[config.mk]
export PLATFORM = sky130hd
export DESIGN_NAME = bcd_to_binary_seq_flat
export DESIGN_NICKNAME = d
export VERILOG_FILES = /design/src/rtl/bcd_to_binary_seq_pkg.sv /design/src/rtl/bcd_to_binary_seq_if.sv /design/src/rtl/bcd_to_binary_seq_sub3.sv /design/src/rtl/bcd_to_binary_seq.sv /design/src/flat_wrapper.sv
export SDC_FILE = /design/constraint.sdc
export NUM_CORES = 1
export LEC_CHECK = 0
export BUFFER_PORTS_ARGS = -buffer_cell sky130_fd_sc_hd__buf_4
export CAP_MARGIN = 20
export CORE_ASPECT_RATIO = 0.9
export CORE_MARGIN = 2
export CORE_UTILIZATION = 49
export CTS_CLUSTER_SIZE = 14
export DETAILED_ROUTE_END_ITERATION = 10
export GPL_ROUTABILITY_DRIVEN = 0
export PLACE_DENSITY = 0.74
export RECOVER_POWER = 50
export SLEW_MARGIN = 25
export SYNTH_ARGS = -nofsm -noshare
export SYNTH_HDL_FRONTEND = slang
export SYNTH_SLANG_ARGS = --single-unit
[constraint.sdc]
create_clock -name clk -period 1.3 [get_ports clk]
set_input_delay 0.195 -clock clk [delete_from_list [all_inputs] [get_ports clk]]
set_output_delay 0.195 -clock clk [all_outputs]
set_load 0.005 [all_outputs]
[src/rtl/bcd_to_binary_seq_pkg.sv]
// Purpose: shared types, constants and input-range helper for the BCD-to-binary converter.
// Latency: n/a (declarations only).
// Backpressure: n/a.
package bcd_to_binary_seq_pkg;

  // FSM encoding; values are fixed so they read back the same in waveforms.
  typedef enum logic [1:0] {
    IDLE  = 2'd0,
    SHIFT = 2'd1,
    DONE  = 2'd2
  } state_t;

  // Number of shift/correct iterations: one per result bit.
  localparam int N_ITER = 8;

  // Largest decimal value that fits the 8-bit result.
  localparam int MAX_VAL = 255;

  // Width of the iteration counter and the count value of the final iteration.
  localparam int             CNT_W    = 3;
  localparam logic [CNT_W-1:0] CNT_LAST = CNT_W'(N_ITER - 1);

  // Width of the BCD part of the working register: 2-bit hundreds + two nibbles.
  localparam int BCD_W = 10;
  localparam int BIN_W = 8;
  localparam int SR_W  = BCD_W + BIN_W;

  // True when the digit triple cannot be converted: a non-decimal nibble,
  // hundreds = 3, or a decimal value above MAX_VAL. The sum is formed in
  // 10 bits so anything up to 299 (and even the raw worst case 465) compares
  // without wrapping.
  function automatic logic bcd_invalid(input logic [1:0] h,
                                       input logic [3:0] t,
                                       input logic [3:0] o);
    logic [9:0] val;
    val = 10'(h) * 10'd100 + 10'(t) * 10'd10 + 10'(o);
    return (t > 4'd9) || (o > 4'd9) || (h == 2'd3) || (val > 10'(MAX_VAL));
  endfunction

endpackage

[src/rtl/bcd_to_binary_seq_if.sv]
// Purpose: request/result bundle of the BCD-to-binary converter.
// Latency: n/a (wires only).
// Backpressure: none; requests made while the converter is busy are dropped.
//
// Signals:
//   start              conversion request (master -> slave)
//   HUNDREDS/TENS/ONES BCD digits (master -> slave)
//   bin                8-bit result (slave -> master)
//   busy/done/err      status (slave -> master)
interface bcd_to_binary_seq_if;
  logic       start;
  logic [1:0] HUNDREDS;
  logic [3:0] TENS;
  logic [3:0] ONES;
  logic [7:0] bin;
  logic       busy;
  logic       done;
  logic       err;

  // Requester side.
  modport master (
    output start, HUNDREDS, TENS, ONES,
    input  bin, busy, done, err
  );

  // Converter side.
  modport slave (
    input  start, HUNDREDS, TENS, ONES,
    output bin, busy, done, err
  );
endinterface

[src/rtl/bcd_to_binary_seq_sub3.sv]
// Purpose: per-nibble correction step of reverse double-dabble (mirror of add3).
// Latency: combinational.
// Backpressure: n/a.
//
// Ports:
//   din   4-bit nibble after the right shift
//   dout  din - 3 when din is 8..12, otherwise din unchanged
module sub3 (
  input  logic [3:0] din,
  output logic [3:0] dout
);

  // After a right shift a BCD nibble can only land in 0..12. A value of 8 or
  // more means a tens-weight bit (worth 10/2 = 5 here) dropped in where the
  // binary weight is 8, so it is over by 3.
  always_comb begin
    dout = din;
    if (din >= 4'd8 && din <= 4'd12) begin
      dout = din - 4'd3;
    end
  end

endmodule

[src/rtl/bcd_to_binary_seq.sv]
// Purpose: sequential 3-digit BCD to 8-bit binary converter (reverse double-dabble).
// Latency: done 9 edges after an accepted start (1 edge for invalid digits); one start per 10 cycles.
// Backpressure: start is honoured only in IDLE; starts while busy are dropped, not queued.
//
// Ports:
//   clk     rising-edge clock
//   resetn  asynchronous active-low reset; aborts any conversion in flight
//   bus     slave side of bcd_to_binary_seq_if (start, digits in; bin, busy, done, err out)
module bcd_to_binary_seq (
  input  logic                clk,
  input  logic                resetn,
  bcd_to_binary_seq_if.slave  bus
);
  import bcd_to_binary_seq_pkg::*;

  state_t            state;
  state_t            next_state;
  logic [CNT_W-1:0]  cnt;
  logic [SR_W-1:0]   sr;          // {hundreds[1:0], tens[3:0], ones[3:0], bin[7:0]}
  logic [SR_W-1:0]   shifted;
  logic [SR_W-1:0]   sr_step;
  logic [BIN_W-1:0]  bin_q;
  logic              err_q;
  logic              accept;
  logic              in_bad;
  logic              last_iter;

  logic [3:0]        o_fix;
  logic [3:0]        t_fix;
  logic [3:0]        h_fix;
  logic              unused_h_hi;

  // Request qualification
  assign accept    = (state == IDLE) && bus.start;
  assign in_bad    = bcd_invalid(bus.HUNDREDS, bus.TENS, bus.ONES);
  assign last_iter = (cnt == CNT_LAST);

  // One iteration: shift the whole register right, then correct each digit.
  assign shifted = {1'b0, sr[SR_W-1:1]};

  sub3 u_sub3_ones (
    .din  (shifted[11:8]),
    .dout (o_fix)
  );

  sub3 u_sub3_tens (
    .din  (shifted[15:12]),
    .dout (t_fix)
  );

  // The hundreds field is only 2 bits wide, so after the shift it is at most 1
  // and the correction never fires; it is kept for a uniform datapath.
  sub3 u_sub3_hund (
    .din  ({2'b00, shifted[17:16]}),
    .dout (h_fix)
  );

  // Upper bits of the hundreds correction are structurally zero.
  assign unused_h_hi = ^h_fix[3:2];

  assign sr_step = {h_fix[1:0], t_fix, o_fix, shifted[BIN_W-1:0]};

  // FSM state register
  always_ff @(posedge clk or negedge resetn) begin
    if (!resetn) begin
      state <= IDLE;
    end else begin
      state <= next_state;
    end
  end

  // FSM next-state logic
  always_comb begin
    next_state = state;
    case (state)
      IDLE: begin
        if (bus.start) begin
          // Bad digits skip the iterations and report straight away.
          next_state = in_bad ? DONE : SHIFT;
        end
      end
      SHIFT: begin
        if (last_iter) begin
          next_state = DONE;
        end
      end
      DONE: begin
        next_state = IDLE;
      end
      default: begin
        next_state = IDLE;
      end
    endcase
  end

  // Datapath: iteration counter, working register, held result and error flag.
  always_ff @(posedge clk or negedge resetn) begin
    if (!resetn) begin
      cnt   <= '0;
      sr    <= '0;
      bin_q <= '0;
      err_q <= 1'b0;
    end else begin
      // Counter only advances during SHIFT and wraps 7 -> 0 on the last pass,
      // so it is already zero for the next conversion.
      if (state == SHIFT) begin
        cnt <= cnt + 1'b1;
      end else begin
        cnt <= '0;
      end

      if (accept) begin
        // Digits are captured here; later input changes cannot reach the
        // conversion because only sr feeds the datapath.
        sr    <= in_bad ? '0 : {bus.HUNDREDS, bus.TENS, bus.ONES, {BIN_W{1'b0}}};
        bin_q <= '0;
        err_q <= in_bad;
      end else if (state == SHIFT) begin
        sr <= sr_step;
        if (last_iter) begin
          bin_q <= sr_step[BIN_W-1:0];
        end
      end
    end
  end

  // Outputs
  assign bus.bin  = bin_q;
  assign bus.err  = err_q;
  assign bus.busy = (state == SHIFT) || (state == DONE);
  assign bus.done = (state == DONE);

endmodule

[src/flat_wrapper.sv]
// flat-port wrapper written by rule: the top's interface ports become plain ports
module bcd_to_binary_seq_flat import bcd_to_binary_seq_pkg::*;
  (clk, resetn, bus_start, bus_HUNDREDS, bus_TENS, bus_ONES, bus_bin, bus_busy, bus_done, bus_err);
  bcd_to_binary_seq_if bus_i ();
  input  logic clk;
  input  logic resetn;
  input wire logic [$bits(bus_i.start)-1:0] bus_start;
  input wire logic [$bits(bus_i.HUNDREDS)-1:0] bus_HUNDREDS;
  input wire logic [$bits(bus_i.TENS)-1:0] bus_TENS;
  input wire logic [$bits(bus_i.ONES)-1:0] bus_ONES;
  output wire logic [$bits(bus_i.bin)-1:0] bus_bin;
  output wire logic [$bits(bus_i.busy)-1:0] bus_busy;
  output wire logic [$bits(bus_i.done)-1:0] bus_done;
  output wire logic [$bits(bus_i.err)-1:0] bus_err;
  assign bus_i.start = bus_start;
  assign bus_i.HUNDREDS = bus_HUNDREDS;
  assign bus_i.TENS = bus_TENS;
  assign bus_i.ONES = bus_ONES;
  assign bus_bin = bus_i.bin;
  assign bus_busy = bus_i.busy;
  assign bus_done = bus_i.done;
  assign bus_err = bus_i.err;
  bcd_to_binary_seq u_core (.clk(clk), .resetn(resetn), .bus(bus_i));
endmodule
==> results by group, run 1 <==
Status
  – Status: finished with violations
  – Failing checks: setup timing

Finish
  – Most frequent cells in the layout: 48 x buf_4, 31 x dfrtp_1, 16 x inv_1, 15 x ha_1, 11 x nor2_1
  – Area Growth Syn to Fin: 50.4%
  – Commonest non-fill, non-tap cell in the layout: buf_4
  – FF/Latch Area: 776 um2
  – Fin cells: 312
  – Share of cells above drive strength 1: 43.9%
  – Fin nets: 305
  – Multi-input gate area: 1370 um2
  – Finished Core Util: 75.4%
  – Filler cells: 255
  – ANT cells: 0

Synth
  – Synth warnings: 0
  – Post-synth EDFFs: 0
  – Post-Syn Nets: 242
  – Async S/R FF share, synth: 100%
  – Synth Flop Type: dfrtp_1
  – Largest area contributor in the synthesized netlist: dfrtp_1
  – Seq/Total Area, Yosys: 38.5%
  – Post-synthesis cell area: 2020 um2
  – Synth unique cells: 37
  – Cell count after synthesis: 200
  – Top-area cell type share of the netlist area: 38.5%
  – Seq cells post-synth: 31
  – Post-synthesis average cell area: 10.1 um2
  – Synth top area cells: dfrtp_1 38%, ha_1 16%, fa_1 4.0%, mux2i_1 4.0%, a21oi_1 3.5%

Floorplan
  – Std cell rows: 22
  – Initial Util: 50.2%
  – Die Height: 64.8 um
  – Chip width: 71.6 um
  – Core outline area: 4020 um2
  – Ports: 24
  – Die ar.: 4640 um2

Power and ir drop
  – Peak supply drop: 1.17 mV
  – Final total power: 0.00438 W
  – Pleak: 1.37 nW
  – Cell Pwr Density: 1440 nW/um2

Route
  – Per-cell routed wire length: 17.8 um
  – Number of remaining DRC errors: 0
  – DR vias/cell: 5.73
  – DR pass1 iterations: 4
  – DRT Wirelength: 5.54 mm
  – Drt initial violations: 145
  – Routed Antenna Nets: 0
  – Via count: 1787

STA
  – Min Tclk post-route: 2470 ps
  – Final Hold Fails: 0
  – Post-route worst setup slack: -1170 ps
  – Fmax: 0.406 GHz
  – Hold slack final: 159 ps
  – Final period util: 190%
  – Endpoints failing setup: 32
  – Slew HR: 48.6%
  – Max Slew Vio Count: 0
  – RSZ-0062 raised after global routing: true
  – Worst slew pin tran: 771 ps
  – Worst clock skew: 10.8 ps

Global routing
  – Initial antenna violation count: 0
  – Largest net degree at the start of global routing: 32
  – GRT Residual Overflow: 0
  – Vias in the first global route: 1678
  – All-Layer GR Usage: 21.4%
  – M3 GR Usage: 4.51%
  – Most used routing layer: met2
  – GRT met1 Usage: 29.6%
  – First-pass GRT wire length: 7.67 mm
  – Met2 usage: 33.8%

CTS
  – TritonCTS clock tree: yes
  – CTS HTree Levels: 2
  – CTS Buf Count: 5
  – Max Buffers Root-to-Sink: 2
  – Clock transition at path regs: 60 ps
  – Worst-skew pair later-pin latency: 290 ps
  – CTS root buf: clkbuf_8
  – CTS sink count: 31

Placed design
  – Pre-CTS setup slack: -1550 ps
  – Number of port buffers: 23
  – Hpwl dp: 3.02 mm
  – Placed Instances: 293

Worst setup path
  – Req. time, crit path: 1520 ps
  – Startpoint Class: input port
  – Crit-path max FO: 4
  – Critical Path AT: 2680 ps
  – Critical Path End Type: register
  – CP Class: input port to register

Min path
  – Min-Delay Path Class: input port to register

Job
  – Max_cap viols: 0
-- final cells by class --
type | instances | area share, %
clock buffer | 6 | 2.72
sequential | 31 | 25.6
multi-input combinational | 141 | 45.2
timing repair buffer | 66 | 21.1
inverter | 18 | 2.23
clock inverter | 2 | 1.16
tap | 48 | 1.98
-- worst max-delay path, stage by stage --
cell and delay (ps):
buf_8 100, ha_4 230, ha_4 160, fa_2 340
xor2_2 190, ha_4 240, ha_4 260, and3_4 180
nand4_1 130, a211oi_2 300, buf_4 190, a32o_1 180
-- stage by stage --
step	TNS, ps	cell area, um2
finish	-15220	3030
global route	-17540	3030
CTS	-14400	2830
detailed placement	-21120	2540
global placement	-20120	2540
floorplan	-16340	2100
-- cell usage after synthesis, drive strengths merged (3+ instances only) --
| master | instances |
|---|---|
| a21oi | 14 |
| mux2i | 8 |
| o21ai | 6 |
| and2 | 3 |
| fa | 4 |
| clkbuf | 4 |
| nand3 | 9 |
| a31o | 8 |
| a311oi | 4 |
| dfrtp | 31 |
| nand2b | 3 |
| nor2b | 7 |
| nand2 | 9 |
| inv | 18 |
| buf | 6 |
| nor2 | 16 |
| ha | 25 |
| a211oi | 3 |
-- routing by layer --
metal | share of wire [%] | up-vias
met3 | 5.2 | 12
met5 | 0 | -
met4 | 2.5 | 0
met1 | 42 | 882
li1 | - | 832
met2 | 50 | 61
-- sequential cells by signal, summed over array words and instances, names as in the netlist --
signal	flops
u_core.state	2
u_core.bus.bin	8
u_core.bus.err	1
u_core.cnt	3
u_core.sr	17
-- report_power, final --
part	switching, W	internal, W
Combinational	0.000982	0.00114
Clock	0.000390	0.000620
Sequential	0.000120	0.00112
Total	0.00149	0.00288
-- worst paths after layout --
path / start / to / slack [ps] / cells past startpoint
hold / removal: bus_ONES[0] / u_core.sr[8]$_DFFE_PN0P_ / 160 / 2
setup reg to reg: u_core.state[0]$_DFFE_PN0P_ / u_core.state[1]$_DFFE_PN0P_ / -460 / 6
hold reg to reg: u_core.cnt[0]$_DFF_PN0_ / u_core.cnt[0]$_DFF_PN0_ / 450 / 1
min in group asynchronous: resetn / u_core.bus.bin[0]$_DFFE_PN0P_ / 500 / 2
max in group asynchronous: resetn / u_core.bus.bin[4]$_DFFE_PN0P_ / 300 / 2
setup / recovery: bus_TENS[3] / u_core.state[0]$_DFFE_PN0P_ / -1170 / 12
-- cell families after synthesis --
group                      synth area share [%]
DFF                                        38.5
adders and majority gates                  19.5
xor gates and xnor gates                  0.435
AOI/OAI and AO/OA                          16.6
muxes                                      3.97
and+or+nand+nor                            15.2
buffers and inverters                      5.77
-- repair_timing --
item                       in CTS  in global routing
setup buffers                   4                  3
hold buffers                    1                  0
pin swaps                      14                  6
gates cloned                    2                  2
hold endpoints to repair       31                  0
resized for setup              24                 31
setup endpoints to repair      30                 33
(Power assumes the default switching activity.)
==> inputs of run 2 (changes only) <==
- CELL_PAD_IN_SITES_DETAIL_PLACEMENT: unset -> 1
- CELL_PAD_IN_SITES_GLOBAL_PLACEMENT: unset -> 1
- CORE_UTILIZATION: 49 -> 41
- PLACE_DENSITY: 0.74 -> 0.78
==> run 2 against run 1 <==
Compared with the run above: the flow still finishes with violations (setup timing); worst setup slack got worse by 130 ps; clock skew decreased by 4.8 ps; sequential power barely moved; critical path depth is the same; first-iteration DRC count is 15% lower; largest power group unchanged.
==> results by group, run 2 (synthesis gave the netlist of run 1 again) <==
Status
  – Status: finished with violations
  – Failing checks: setup timing

Finish
  – Multi-input gate area: 1420 um2
  – Most frequent cells in the layout: 48 x buf_4, 30 x dfrtp_1, 16 x inv_1, 16 x nor2_1, 15 x ha_1
  – Area Growth Syn to Fin: 54.1%
  – Commonest non-fill, non-tap cell in the layout: buf_4
  – Filler cells: 497
  – Share of cells above drive strength 1: 43.3%
  – Largest register FFs: 17
  – Largest Register: u_core.sr
  – ANT cells: 0
  – FF/Latch Area: 777 um2
  – Fin nets: 304

STA
  – Fmax: 0.385 GHz
  – Worst clock skew: 6.09 ps
  – Endpoints failing setup: 30
  – Setup TNS: -17640 ps
  – Final Hold Fails: 0
  – Min Tclk post-route: 2600 ps
  – Max Slew Vio Count: 0
  – Worst slew pin tran: 824 ps
  – Post-route worst setup slack: -1300 ps
  – Final period util: 200%
  – RSZ-0062 raised after global routing: true
  – Slew HR: 45.1%

Worst setup path
  – Crit path cell chain: buf_8, ha_4, ha_4, fa_2, xor2_2, ha_4, ha_4, a2111oi_4, nand3_2, a211oi_2, buf_4, a31o_1
  – Critical Path End Type: register
  – Critical Path AT: 2820 ps
  – CP Class: input port to register
  – CP dominant cell by count: ha_4
  – CP peak stage delay: 370 ps
  – Req. time, crit path: 1520 ps
  – Crit-path leading delay family: adder cells
  – Worst path slowest cell: fa_2
  – Crit-path max FO: 7
  – Startpoint Class: input port
  – WP buf/inv: 2

Power and ir drop
  – Cell Pwr Density: 1410 nW/um2
  – Final total power: 0.00437 W
  – Pleak: 1.37 nW
  – Peak supply drop: 1.26 mV

Route
  – DRT Wirelength: 7.13 mm
  – DR vias/cell: 5.59
  – Number of remaining DRC errors: 0
  – Routed Antenna Nets: 0
  – Per-cell routed wire length: 21.7 um
  – Via count: 1835
  – DR pass1 iterations: 4
  – Drt initial violations: 123

Floorplan
  – Chip width: 77.9 um
  – Initial Util: 42.0%
  – Std cell rows: 24
  – Ports: 24
  – Die Height: 70.5 um
  – Core outline area: 4800 um2
  – Die ar.: 5490 um2

Global routing
  – M3 GR Usage: 4.13%
  – Vias in the first global route: 1850
  – GRT met1 Usage: 28.9%
  – Initial antenna violation count: 0
  – Largest net degree at the start of global routing: 32
  – GRT Residual Overflow: 0
  – First-pass GRT wire length: 9.36 mm
  – All-Layer GR Usage: 21.8%
  – Met2 usage: 38.3%
  – Most used routing layer: met2

Placed design
  – Hpwl dp: 3.65 mm
  – Number of port buffers: 23

Min path
  – Min-Delay Path Class: input port to register

Job
  – Max_cap viols: 0

CTS
  – Worst-skew pair later-pin latency: 290 ps
  – TritonCTS clock tree: yes
  – CTS root buf: clkbuf_8
  – CTS HTree Levels: 2
  – Max Buffers Root-to-Sink: 2
  – Clock transition at path regs: 70 ps
  – CTS Buf Count: 5
  – CTS sink count: 31
==> run 2: changes by cell type in the layout (fill, tap and decap cells not counted), moves of 4 or more <==
cell / change
nor2_2: -4
nand3_1: -8
nor2_1: +5
nand3_4: +6
==> run 2: power by group <==
part / internal (W) / switching, W
registers: 0.00112 / 0.000131
logic: 0.00106 / 0.00104
clock network: 0.000620 / 0.000397
total: 0.00280 / 0.00157
==> run 2: area by class of cell <==
class                      instances  share of cell area [%]
timing repair buffer              65                    20.8
clock inverter                     2                    1.13
sequential                        31                    25.0
clock buffer                       6                    2.66
tap                               65                    2.62
inverter                          18                    2.26
multi-input combinational        141                    45.5
==> run 2: metrics by stage <==
| stage | instance area, um2 | worst slack [ps] | instances | util, % | hold WS (ps) |
|---|---|---|---|---|---|
| 3_5_place_dp | 2570 | -1570 | 310 | 53.5 | 153 |
| 2_1_floorplan | 2100 | -1300 | 200 | - | -101 |
| 6_report | 3110 | -1300 | 328 | 64.7 | 160 |
| 3_3_place_gp | 2570 | -1490 | 310 | 53.5 | 151 |
| 4_1_cts | 2840 | -1160 | 323 | 59.2 | 154 |
| 5_1_grt | 3110 | -1420 | 328 | 64.7 | 165 |
==> run 2: repair_timing <==
item	4_1_cts	5_1_grt
gates resized for setup	20	33
hold endpoints to repair	31	0
hold buffers	1	0
gates cloned	1	3
setup buffers	3	4
setup endpoints to repair	30	30
pin swaps	14	29
==> run 2: worst reg2reg max path, cell delays in order (launching register included) <==
cell	delay (ps)
dfrtp_1	390
inv_1	80
ha_1	180
nor2b_1	80
or3_1	340
a311oi_1	330
a31o_1	150
==> run 2: worst paths after layout <==
kind / startpoint / slack [ps] / depth (start not counted) / end
max: bus_TENS[1] / -1300 / 12 / u_core.sr[12]$_DFFE_PN0P_
min: bus_ONES[0] / 160 / 2 / u_core.sr[8]$_DFFE_PN0P_
max reg2reg: u_core.sr[13]$_DFFE_PN0P_ / -320 / 6 / u_core.sr[12]$_DFFE_PN0P_
min reg2reg: u_core.cnt[0]$_DFF_PN0_ / 450 / 1 / u_core.cnt[0]$_DFF_PN0_
max in group asynchronous: resetn / 160 / 2 / u_core.state[0]$_DFFE_PN0P_
min in group asynchronous: resetn / 550 / 2 / u_core.bus.bin[2]$_DFFE_PN0P_
==> run 2: per-layer routing <==
layer / part of all wire [%] / wire length (um)
met5: 0 / 0
met2: 52 / 3710
met3: 4.3 / 306
met1: 42 / 2980
met4: 2.0 / 142
